$ cat src/rtl/rif_reg_bank.sv
// RIF register bank: ID, interrupt status/enable/set and NUM_RW_REGS byte-strobed RW registers; zero-latency decode, one-cycle registered irq.
// No backpressure: every request completes in its own cycle. Edge-triggered sources are enabled with RIF_REG_BANK_IRQ_EDGE_EN.
module rif_reg_bank #(
   parameter int          AXI_ADDR_WIDTH = 12,
   parameter int          AXI_DATA_WIDTH = 32,
   parameter int          AXI_BYTE_COUNT = AXI_DATA_WIDTH / 8,
   parameter int          NUM_RW_REGS    = 4,
   parameter int          NUM_IRQ        = 8,
   parameter logic [31:0] ID_VALUE       = 32'hA5A5_0001
) (
   input  logic                                  aclk,
   input  logic                                  aresetn,
   input  logic [AXI_ADDR_WIDTH-1:0]             rif_waddr,
   input  logic                                  rif_wr_req,
   input  logic [AXI_BYTE_COUNT-1:0]             rif_wstrb,
   input  logic [AXI_DATA_WIDTH-1:0]             rif_wdata,
   output logic                                  rif_wvalid,
   input  logic [AXI_ADDR_WIDTH-1:0]             rif_raddr,
   input  logic                                  rif_rd_req,
   output logic [AXI_DATA_WIDTH-1:0]             rif_rdata,
   output logic                                  rif_rvalid,
   input  logic [NUM_IRQ-1:0]                    irq_src,
   output logic [NUM_RW_REGS*AXI_DATA_WIDTH-1:0] rw_regs,
   output logic                                  irq
);

   localparam int W          = AXI_DATA_WIDTH;
   localparam int SHIFT      = $clog2(AXI_BYTE_COUNT);
   localparam int IDX_STATUS = 1;
   localparam int IDX_ENABLE = 2;
   localparam int IDX_SET    = 3;
   localparam int IDX_RW0    = 4;
   localparam int IDX_LAST   = IDX_RW0 + NUM_RW_REGS - 1;

   if (AXI_DATA_WIDTH != 32 && AXI_DATA_WIDTH != 64) begin : g_bad_width
      $fatal(1, "rif_reg_bank: AXI_DATA_WIDTH must be 32 or 64");
   end
   if (NUM_IRQ < 1 || NUM_IRQ > AXI_DATA_WIDTH) begin : g_bad_irq
      $fatal(1, "rif_reg_bank: NUM_IRQ must be 1..AXI_DATA_WIDTH");
   end
   if (NUM_RW_REGS < 1) begin : g_bad_rw
      $fatal(1, "rif_reg_bank: NUM_RW_REGS must be >= 1");
   end

   logic [31:0]        wr_idx;
   logic [31:0]        rd_idx;
   logic               wr_go;
   logic [W-1:0]       wmask;
   logic [W-1:0]       wbits;
   logic [NUM_IRQ-1:0] status;
   logic [NUM_IRQ-1:0] enable;
   logic [NUM_IRQ-1:0] status_nxt;
   logic [NUM_IRQ-1:0] enable_nxt;
   logic [NUM_IRQ-1:0] sw_clr;
   logic [NUM_IRQ-1:0] sw_set;
   logic [NUM_IRQ-1:0] set_hw;
   logic [W-1:0]       rw_q [NUM_RW_REGS];

   // Word index decode: byte-lane address bits are ignored.
   assign wr_idx     = 32'(rif_waddr >> SHIFT);
   assign rd_idx     = 32'(rif_raddr >> SHIFT);
   assign wr_go      = rif_wr_req && (wr_idx >= 32'(IDX_STATUS)) && (wr_idx <= 32'(IDX_LAST));
   assign rif_wvalid = wr_go;

   always_comb begin
      wmask = '0;
      for (int b = 0; b < AXI_BYTE_COUNT; b++) begin
         wmask[b*8 +: 8] = {8{rif_wstrb[b]}};
      end
   end

   assign wbits  = rif_wdata & wmask;
   assign sw_clr = (wr_go && wr_idx == 32'(IDX_STATUS)) ? wbits[NUM_IRQ-1:0] : '0;
   assign sw_set = (wr_go && wr_idx == 32'(IDX_SET))    ? wbits[NUM_IRQ-1:0] : '0;

`ifdef RIF_REG_BANK_IRQ_EDGE_EN
   logic [NUM_IRQ-1:0] irq_src_q;

   always_ff @(posedge aclk) begin
      if (!aresetn) begin
         irq_src_q <= '0;
      end else begin
         irq_src_q <= irq_src;
      end
   end

   assign set_hw = irq_src & ~irq_src_q;
`else
   assign set_hw = irq_src;
`endif

   // Hardware set is OR-ed in last so it beats a same-cycle W1C.
   assign status_nxt = (status & ~sw_clr) | set_hw | sw_set;
   assign enable_nxt = (wr_go && wr_idx == 32'(IDX_ENABLE))
                       ? ((enable & ~wmask[NUM_IRQ-1:0]) | wbits[NUM_IRQ-1:0])
                       : enable;

   always_ff @(posedge aclk) begin
      if (!aresetn) begin
         status <= '0;
         enable <= '0;
         irq    <= 1'b0;
         for (int i = 0; i < NUM_RW_REGS; i++) begin
            rw_q[i] <= '0;
         end
      end else begin
         status <= status_nxt;
         enable <= enable_nxt;
         irq    <= |(status & enable);
         for (int i = 0; i < NUM_RW_REGS; i++) begin
            if (wr_go && wr_idx == 32'(IDX_RW0 + i)) begin
               rw_q[i] <= (rw_q[i] & ~wmask) | wbits;
            end
         end
      end
   end

   for (genvar i = 0; i < NUM_RW_REGS; i++) begin : g_flat
      assign rw_regs[i*W +: W] = rw_q[i];
   end

   // Read mux returns pre-edge state; IRQ_SET and unused upper bits read as zero.
   always_comb begin
      rif_rvalid = 1'b0;
      rif_rdata  = '0;
      if (rif_rd_req && rd_idx <= 32'(IDX_LAST)) begin
         rif_rvalid = 1'b1;
         if (rd_idx == 32'd0) begin
            rif_rdata = W'(ID_VALUE);
         end else if (rd_idx == 32'(IDX_STATUS)) begin
            rif_rdata[NUM_IRQ-1:0] = status;
         end else if (rd_idx == 32'(IDX_ENABLE)) begin
            rif_rdata[NUM_IRQ-1:0] = enable;
         end else begin
            for (int i = 0; i < NUM_RW_REGS; i++) begin
               if (rd_idx == 32'(IDX_RW0 + i)) begin
                  rif_rdata = rw_q[i];
               end
            end
         end
      end
   end

endmodule
$ cat config.mk
export PLATFORM = sky130hd
export DESIGN_NAME = rif_reg_bank
export DESIGN_NICKNAME = d
export VERILOG_FILES = /design/src/rtl/rif_reg_bank.sv
export SDC_FILE = /design/constraint.sdc
export NUM_CORES = 1
export LEC_CHECK = 0
export CAP_MARGIN = 15
export CORE_ASPECT_RATIO = 1.25
export CORE_MARGIN = 5
export CORE_UTILIZATION = 43
export CTS_CLUSTER_DIAMETER = 30
export CTS_CLUSTER_SIZE = 40
export DETAILED_ROUTE_END_ITERATION = 7
export MAX_ROUTING_LAYER = met4
export PLACE_DENSITY_LB_ADDON = 0.05
export SLEW_MARGIN = 10
export SYNTH_ARGS = -nofsm -noshare
export SYNTH_HDL_FRONTEND = slang
export SYNTH_SLANG_ARGS = --single-unit
$ cat constraint.sdc
create_clock -name aclk -period 4.4 [get_ports aclk]
set_clock_uncertainty 0.05 [all_clocks]
set_input_delay 0.88 -clock aclk [delete_from_list [all_inputs] [get_ports aclk]]
set_output_delay 0.88 -clock aclk [all_outputs]
set_load 0.01 [all_outputs]
## Yosys cells after proc, flatten, opt, wreduce, memory -nomap -nowiden

Memory sizes are Yosys's and may differ from the RTL's.
Cells that the tools add are included.

| word-level totals | value |
|---|---|
| bits in registers | 17 |
| bits in writable memories | 128 |
| word-level logic and storage cells | 84 |
| output and inout port bits | 163 |
| input bits | 72 |
| memories kept | 1 |

Memory list:

| memory | depth | bits a word | read ports | clocked after Yosys merged registers in | wr ports | RTL line | text |
|---|---|---|---|---|---|---|---|
| rw_q | 4 | 32 | 4 | 0 | 4 | 57 | `logic [W-1:0] rw_q [NUM_RW_REGS];` |

| cells by class | value |
|---|---|
| equal/unequal tests | 13 |
| order comparisons | 3 |
| reduce and logical (&&, ||, !) cells | 12 |
| muxes and demuxes | 30 |
| bitwise logic cells | 22 |

Operators by type and width:

| operator | count |
|---|---|
| 32-bit 2-to-1 mux | 10 |
| 32-bit bitwise AND | 5 |
| 32-bit OR | 4 |
| 10-bit by 3-bit == test with 1-bit output (second input constant) | 8 |
| 24-bit 2-to-1 mux | 2 |
| 32-bit zero test | 1 |
| 8-bit 2-to-1 mux | 4 |
| 32-bit NOT | 1 |
| 10-bit by 2-bit == test with 1-bit output (second input constant) | 3 |
| 8-bit bitwise AND | 3 |
| 8-bit OR | 3 |
| 10-bit by 1-bit == test with 1-bit output (second input constant) | 2 |
| 10-bit by 3-bit <= comparator with 1-bit output (second input constant) | 2 |
| 8-bit NOT | 2 |
| 1-bit 2-to-1 mux | 14 |
| 10-bit by 1-bit >= comparator with 1-bit output (second input constant) | 1 |
| 1-bit logical AND | 10 |
| 8-bit OR reduction | 1 |
| 1-bit OR | 4 |

## Depth between registers and ports, before layout

Gate-level depths: netlist of run 1.

| logic depth | value |
|---|---|
| word-level depth | 9 |
| depth in mapped cells | 7 |
| gate-level depth less buffers | 5 |

## Worst setup path before layout of run 1

OpenSTA, ideal clock, no wires.

| path | value |
|---|---|
| kind | input to register |
| start | input rif_waddr[11] |
| end | memory rw_q[0][0] in the netlist's numbering, enable pin |
| data required time | 3.880 ns |
| buffers on the path | 1 |
| setup time | 0.470 ns |
| arrival time | 4.143 ns |
| stages | 5 |
| slack | -0.263 ns |
| cell sequence | nor4_2 and2_1 buf_4 nand2_1 o31ai_1 |

RTL lines:

| what | RTL line | text |
|---|---|---|
| from (decl) | 13 | `input logic [AXI_ADDR_WIDTH-1:0] rif_waddr,` |
| to (decl) | 57 |  |

## Worst setup path after layout of run 1

| path | value |
|---|---|
| start | input rif_raddr[9] |
| end | output rif_rdata[18] |

| on the way | value |
|---|---|
| word-level cells in the longest chain between the ends | 9 |
| elaborated cells on any way between the ends | 17 |
| those cells by class | order compare (1); eq/ne (6); mux (8); reduce/logical (2) |

Ends and longest elaborated chain:

| what | RTL line | text |
|---|---|---|
| from (decl) | 18 | `input logic [AXI_ADDR_WIDTH-1:0] rif_raddr,` |
| 10-bit by 3-bit == test with 1-bit output | 136 | `if (rd_idx == 32'(IDX_RW0 + i)) begin` |
| 32-bit 2-to-1 mux (4 in series) | 136 |  |
| 24-bit 2-to-1 mux | 132 | `end else if (rd_idx == 32'(IDX_ENABLE)) begin` |
| 24-bit 2-to-1 mux | 130 | `end else if (rd_idx == 32'(IDX_STATUS)) begin` |
| 32-bit 2-to-1 mux | 128 | `if (rd_idx == 32'd0) begin` |
| 32-bit 2-to-1 mux (*) | 126 | `if (rif_rd_req && rd_idx <= 32'(IDX_LAST)) begin` |
| to (decl) | 20 | `output logic [AXI_DATA_WIDTH-1:0] rif_rdata,` |

Mark *: on every way between the ends. The rest lies on a longest branch, timed or not.

==> run_results.csv, run 1 <==
group,metric,value,unit
clock_network,worstSkewPairLatency,0.42,ns
status,outcome,"completed",
clock_network,clk_root_buffer_cell,"clkbuf_16",
timing,final-setup-viol-count,0,
flow_run,maxCapViolations,0,
global_routing,grt_overflow,0,
placement,dpl.hpwl,18060,um
synth,yosys_register_bits,145,
power,power_leakage,3.874,nW
clock_network,cts_buffers,17,
route,detail_route.wl_per_cell,21.82,um
critical_path,path_max_fanout,7,
clock_network,cts_htree_levels,4,
timing,slew_headroom,27.75,%
timing,worst_slew_pin_slew,1.080,ns
route,routed_wl,26330,um
die,dieHeight,162.0,um
synth,synth.yosys.warnings,0,
synth,synthesis.area,0.007945,sq mm
timing,unrepaired_setup_endpoints_after_global_routing,"no",
synth,seq_area_frac_synth,52.66,%
critical_path,r2r_setup_slack,3.39,ns
synth,syn-instance-count,742,
clock_network,tritoncts_clock_tree,"yes",
die,initial_util,43.73,%
global_routing,antenna_found_initial,0,
route,vias_per_cell,5.697,
route,drtPass1Iterations,7,
global_routing,grt_pass1_vias,7113,
die,fp-row-count,55,
placement,gp_congestion,0.9539,
synth,synth.lib_cells_used.distinct,49,
final_layout,flow.area_growth_from_synthesis,40.32,%
critical_path,timing.setup.critical_path_class,"in2out",
final_layout,final_layout_size_suffix_gt1_share,12.97,%
timing,layout_worst_path_cycle_share,97.51,%
power,switching_component_of_the_power,0.8705,mW
power,p_sw_share,25.45,%
power,report.power.total,3.421,mW
route,ant_nets,0,
critical_path,endpoint_kind_of_the_worst_setup_timing_path,"output pin",
clock_network,postCtsSetupRepairBufs,0,
route,routed-via-count,6876,
clock_network,resized_gates_after_cts,0,
die,ios,235,
global_routing,grt_pass1_wl,40450,um
critical_path,start_kind,"input port",
die,die-width,131.6,um
power,power.density_cell_area,306.9,mW/mm^2
timing,final-hold-violation-count,0,
timing,fin_setup_tns,0,ns
critical_path,critPathRequiredTime,3.47,ns
timing,fmax,0.2331,GHz
clock_network,number_of_buffers_inserted_for_hold_repair_after_clock_tree_synthesis,0,
clock_network,clock_sinks,145,
global_routing,grt_max_degree,41,
power,peakVddDrop,0.2339,mV
synth,syn-num-nets,814,
timing,layout_min_cycle_time,4.290,ns
clock_network,clock_path_buffers,2,
route,drt_drc_violations_left,0,
synth,syn_area_per_cell,10.71,sq um
timing,final_max_slew_viol_count,0,
die,fp.coreArea,0.01817,sq mm
die,die-area,0.02131,sq mm
final_layout,num_antenna_cells,0,
power,clock_power_share,41.6,%
timing,finalHoldWorstSlack,0.5023,ns
power,portion_of_total_power_attributed_to_combinational_logic,12.2,%
power,p_int,2.551,mW
global_routing,grt.total_usage,24.66,%
final_layout,nets,1038,
worst_hold_path,min-delay-path-class,"reg2reg",
route,detail_route.iter0.violations,556,
placement,placement.io_buffers,230,
clock_network,cts.clk_slew.worst_paths,0.07,ns
power,part_of_the_power_in_registers,46.3,%
critical_path,worst-endpoint-arrival,3.36,ns
## power by group through the flow
stage                     clock network [mW]  registers (mW)  logic [mW]
after detailed placement                   0            1.61       0.412
after global placement                     0            1.61       0.409
after CTS                               1.44            1.58       0.414
after global routing                    1.50            1.59       0.443
final                                   1.42            1.58       0.416
after floorplan                            0            1.62       0.175
## synthesized netlist by cell type, drive strengths merged
cell type | n | area, sq um
a21oi | 136 | 680.7
nand2b | 129 | 807.0
edfxtp | 128 | 3844
nor2 | 49 | 183.9
mux2 | 45 | 506.7
nand2 | 43 | 166.4
clkbuf | 26 | 97.59
buf | 25 | 138.9
a22oi | 18 | 135.1
dfxtp | 17 | 340.3
o21a | 15 | 112.6
o22ai | 11 | 68.82
mux2i | 10 | 100.1
o31a | 8 | 70.07
o31ai | 8 | 60.06
a221oi | 7 | 61.31
inv | 7 | 26.28
nand4 | 7 | 110.1
nor2b | 7 | 43.79
nor3 | 7 | 57.55
o21ai | 5 | 25.02
nand3 | 4 | 25.02
and3 | 3 | 18.77
nor4b | 3 | 32.53
o32a | 3 | 30.03
a21o | 2 | 15.01
a31o | 2 | 17.52
and2 | 2 | 12.51
nor4 | 2 | 33.78
o2bb2ai | 2 | 17.52
or3 | 2 | 12.51
a21boi | 1 | 7.510
a31oi | 1 | 6.260
a32oi | 1 | 8.760
a41oi | 1 | 8.760
mux4 | 1 | 22.52
o311ai | 1 | 8.760
or2 | 1 | 6.260
or4 | 1 | 11.26
or4b | 1 | 13.76
## stage by stage
stage / utilization, % / instances / instance area, sq um / worst slack (ns)
floorplan: - / 742 / 7950 / 0.7160
global placement: 57.91 / 1173 / 10520 / 0.1732
detailed placement: 57.91 / 1173 / 10520 / 0.1141
CTS: 61.07 / 1205 / 11100 / 0.1178
global route: 61.36 / 1207 / 11150 / 0.001286
finish: 61.36 / 1207 / 11150 / 0.1097
## final cells by class
type / count / area [sq um]
clock buffers: 17 / 425.4
repair buffers: 256 / 2545
well taps: 228 / 285.3
inverters: 7 / 26.28
multi-input cells: 539 / 3533
clock inverters: 15 / 148.9
flip-flops and latches: 145 / 4184
fillers: 1575 / 7019
## registers in the layout (all words and copies together), names as in the netlist, named ones only
register	count
rw_q	128
irq	1
status	8
## placed cells by master, fill, tap and decap left out, drive strengths merged, types with 3 or more instances in the layout
| cell type | n |
|---|---|
| nor3 | 7 |
| and3 | 3 |
| dfxtp | 17 |
| buf | 27 |
| nor2 | 49 |
| inv | 15 |
| a22oi | 18 |
| o31ai | 8 |
| o32a | 3 |
| mux2i | 10 |
| nand2b | 129 |
| nand4 | 7 |
| nand2 | 43 |
| edfxtp | 128 |
| o21a | 15 |
| clkbuf | 17 |
| clkdlybuf4s50 | 229 |
| nor2b | 7 |
| o22ai | 11 |
| o21ai | 5 |
| nor4b | 3 |
| o31a | 8 |
| a21oi | 136 |
| mux2 | 45 |
| a221oi | 7 |
| clkinv | 5 |
| nand3 | 4 |
## worst paths after layout
check / startpoint / to / cells past startpoint
max: rif_raddr[9] / rif_rdata[18] / 6
min: register / register / 2
max reg2reg: rw_q[3][12] / rw_q[3][12] / 3
min reg2reg: register / register / 2
## worst max-delay path, stage by stage
cell	delay (ns)
clkdlybuf4s50_1	0.47
or4_4	0.62
nor2_1	0.20
nand2_2	0.18
o31ai_1	0.41
clkdlybuf4s50_1	0.61
## logic make-up after synthesis
kind of cell / after synthesis / share of synthesized area [%]
simple gates: 261 / 19.32
compound gates: 222 / 16.79
flops: 145 / 52.66
mux: 56 / 7.921
buf+inv: 58 / 3.307
## layer usage
metal  vias to the layer above  track usage [%]  share of wire, %
met2                       320            41.61                51
met5                         -                -                 0
met4                         0            7.624               2.1
met3                        30            4.027               6.0
li1                       3177                -                 -
met1                      3349            30.59                41
Power figures use the tool's default switching activity.
==> run 2: changes to the inputs <==
Settings changed: ABC_AREA from default to 1.
==> run_results.csv, run 2 <==
group,metric,value,unit
status,outcome,"completed",
critical_path,critPathMaxStageDelay,0.58,ns
route,vias_per_cell,5.496,
timing,slew_headroom,32.58,%
synth,synth_compound_gate_area_share,16.09,%
global_routing,grt_pass1_wl,40990,um
power,p_sw_share,23.29,%
final_layout,top_regs,"rw_q: 128 flops, status: 8 flops, irq: 1 flops",
synth,synth_simple_gate_area_share,22.48,%
synth,async_flop_share,0,%
global_routing,grt_util_met2,42.62,%
synth,cell_with_the_most_instances_after_synthesis,"a21oi_1",
route,detail_route.wl_per_cell,19.73,um
critical_path,worst-endpoint-arrival,3.38,ns
synth,synth_top_cells_by_area,"edfxtp_1 (50%), a21oi_1 (11%), nand2_1 (8.0%)",
power,portion_of_total_power_attributed_to_combinational_logic,10.3,%
clock_network,clk_root_buffer_cell,"clkbuf_16",
final_layout,largest_register,"rw_q",
clock_network,clock_sinks,145,
critical_path,crit_top_cell,"inv_2",
final_layout,flow.area_growth_from_synthesis,42.09,%
synth,synthXorXnorAreaFrac,0,%
final_layout,final_layout_size_suffix_gt1_share,8.557,%
clock_network,postCtsSetupRepairBufs,0,
critical_path,cp_num_buf_inv,7,
clock_network,number_of_buffers_inserted_for_hold_repair_after_clock_tree_synthesis,0,
synth,number_of_synthesized_flops_with_an_enable_pin,128,
timing,final-hold-violation-count,0,
timing,finalHoldWorstSlack,0.4141,ns
synth,netlist.area_leader.share,50.07,%
clock_network,cts_buffers,17,
synth,synthAdderAreaFrac,0,%
critical_path,cp_slowest_cell,"clkdlybuf4s50_1",
die,fp.coreArea,0.01750,sq mm
power,peakVddDrop,0.2022,mV
critical_path,r2r_setup_slack,3.29,ns
final_layout,nets,1217,
placement,place_inst,1350,
synth,syn-instance-count,912,
worst_hold_path,holdPathStages,2,
synth,synth.yosys.warnings,0,
clock_network,clock_path_buffers,2,
global_routing,met3_track_usage_gr,4.128,%
timing,fmax,0.2321,GHz
timing,layout_min_cycle_time,4.308,ns
die,fp-row-count,54,
die,initial_util,43.87,%
critical_path,start_kind,"input port",
global_routing,antenna_found_initial,0,
global_routing,grt_max_degree,33,
clock_network,worstSkewPairLatency,0.43,ns
route,drt_drc_violations_left,0,
critical_path,crit_chain,"clkdlybuf4s50_1 > inv_2 > nand3_1 > inv_2 > nand2_2 > inv_2 > nor2_1 > inv_2 > nor2_4 > inv_2 > a21oi_1 > clkdlybuf4s50_1",
synth,yosys_register_bits,145,
clock_network,resized_gates_after_cts,0,
global_routing,met1_usage_in_global_routing,33.57,%
critical_path,timing.rr.start,"status[5]",
clock_network,tritoncts_clock_tree,"yes",
die,die-width,129.5,um
power,part_of_the_power_in_registers,47.0,%
route,routed-via-count,7590,
final_layout,final_core_occ,62.33,%
power,power.density_cell_area,308.4,mW/mm^2
placement,dpl.hpwl,18470,um
placement,gp_congestion,0.8427,
global_routing,grt_overflow,0,
synth,synthTopCellsByCount,"a21oi_1 (167), nand2_1 (164), nor2_1 (138)",
flow_run,maxCapViolations,0,
final_layout,layout.cells.most_common,"clkdlybuf4s50_1",
global_routing,grt.total_usage,26.71,%
power,p_int,2.580,mW
final_layout,finish.instance_area,0.01091,sq mm
route,detail_route.iter0.violations,649,
critical_path,endpoint_kind_of_the_worst_setup_timing_path,"output pin",
critical_path,cp_top_family,"buffers and inverters",
die,dieHeight,159.4,um
global_routing,gr-max-usage-layer,"met2",
critical_path,timing.setup.critical_path_class,"in2out",
route,routed_wl,27250,um
die,ios,235,
critical_path,critPathRequiredTime,3.47,ns
timing,fin_setup_tns,0,ns
clock_network,cts.clk_slew.worst_paths,0.06,ns
critical_path,timing.rr.end,"irq",
clock_network,cts_htree_levels,4,
final_layout,largest_register_ffs,128,
synth,syn-num-nets,984,
worst_hold_path,min-delay-path-class,"reg2reg",
placement,preCtsSetupSlack,0.1010,ns
power,switching_component_of_the_power,0.7836,mW
final_layout,num_antenna_cells,0,
synth,post_synth_mux_area_share,0,%
die,die-area,0.02064,sq mm
critical_path,path_max_fanout,9,
final_layout,highest_count_cells_in_the_layout_ignoring_fill_and_taps,"clkdlybuf4s50_1 (230), a21oi_1 (167), nand2_1 (160)",
synth,synth.lib_cells_used.distinct,30,
final_layout,final_cells,1381,
route,ant_nets,0,
timing,unrepaired_setup_endpoints_after_global_routing,"no",
timing,layout_worst_path_cycle_share,97.91,%
power,power_leakage,4.287,nW
timing,final_ws_setup,0.09188,ns
timing,final_max_slew_viol_count,0,
timing,worst_slew_pin_slew,1.010,ns
placement,placement.io_buffers,230,
placement,dpl_cell_area,0.01033,sq mm
synth,ys.flop_type,"edfxtp_1",
global_routing,grt_pass1_vias,7258,
timing,final-setup-viol-count,0,
critical_path,reg2regPathDepth,3,
synth,combinational_family_with_the_most_area_after_synthesis,"simple AND/OR/NAND/NOR gates",
synth,synth_largest_area_cell,"edfxtp_1",
synth,synthesis.area,0.007676,sq mm
synth,syn_area_per_cell,8.417,sq um
route,drtPass1Iterations,5,
power,clock_power_share,42.7,%
power,report.power.total,3.364,mW
synth,seq_area_frac_synth,54.51,%
-- run 2: cell types whose count changed after synthesis, sizes merged, moves of 31 or more --
cell / delta
inv: +77
mux2: -45
nand2: +125
o21ai: +38
nand2b: -129
nor2: +95
a21oi: +31
-- run 2: worst max path at each step --
stage | to | startpoint | cells past startpoint | slack (ns)
CTS | rif_rdata[13] | rif_raddr[5] | 12 | 0.1
global placement | rif_rdata[13] | rif_raddr[5] | 12 | 0.19
global route | rif_rdata[10] | rif_raddr[9] | 11 | 0.005
detailed placement | rif_rdata[13] | rif_raddr[5] | 12 | 0.10
finish | rif_rdata[13] | rif_raddr[5] | 12 | 0.09
floorplan | rif_rdata[14] | rif_raddr[7] | 10 | 1.45
-- run 2: logic make-up (layout without fill, tap and decap cells) --
kind of cell,Yosys count,after routing
and+or+nand+nor,400,400
AOI/OAI and AO/OA,235,235
DFF,145,145
buffers and inverters,132,377
-- run 2: power groups by stage --
| stage | Clock (mW) | Combinational [mW] | Sequential [mW] |
|---|---|---|---|
| 3_5_place_dp | 0 | 0.345 | 1.61 |
| 3_3_place_gp | 0 | 0.344 | 1.61 |
| 4_1_cts | 1.45 | 0.347 | 1.58 |
| 5_1_grt | 1.50 | 0.373 | 1.59 |
| 2_1_floorplan | 0 | 0.126 | 1.62 |
| 6_report | 1.44 | 0.346 | 1.58 |
-- run 2: worst reg2reg max path, cell delays in order, from the launching register on --
cell and delay, ns:
dfxtp_1 0.32, a22o_1 0.24, a221oi_1 0.27, a21oi_1 0.11
-- run 2: metal layers --
layer | share of wire (%) | up-vias
met5 | 0 | -
met4 | 3.6 | 0
met3 | 7.9 | 65
met2 | 48 | 362
met1 | 40 | 3580
li1 | - | 3583
-- run 2: area by class of cell --
| class | instances | area, sq um |
|---|---|---|
| Tap cell | 224 | 280.3 |
| Clock inverter | 13 | 145.1 |
| Fill cell | 1565 | 6593 |
| Sequential cell | 145 | 4184 |
| Inverter | 84 | 315.3 |
| Clock buffer | 18 | 429.2 |
| Multi-Input combinational cell | 635 | 2973 |
| Timing Repair Buffer | 262 | 2580 |
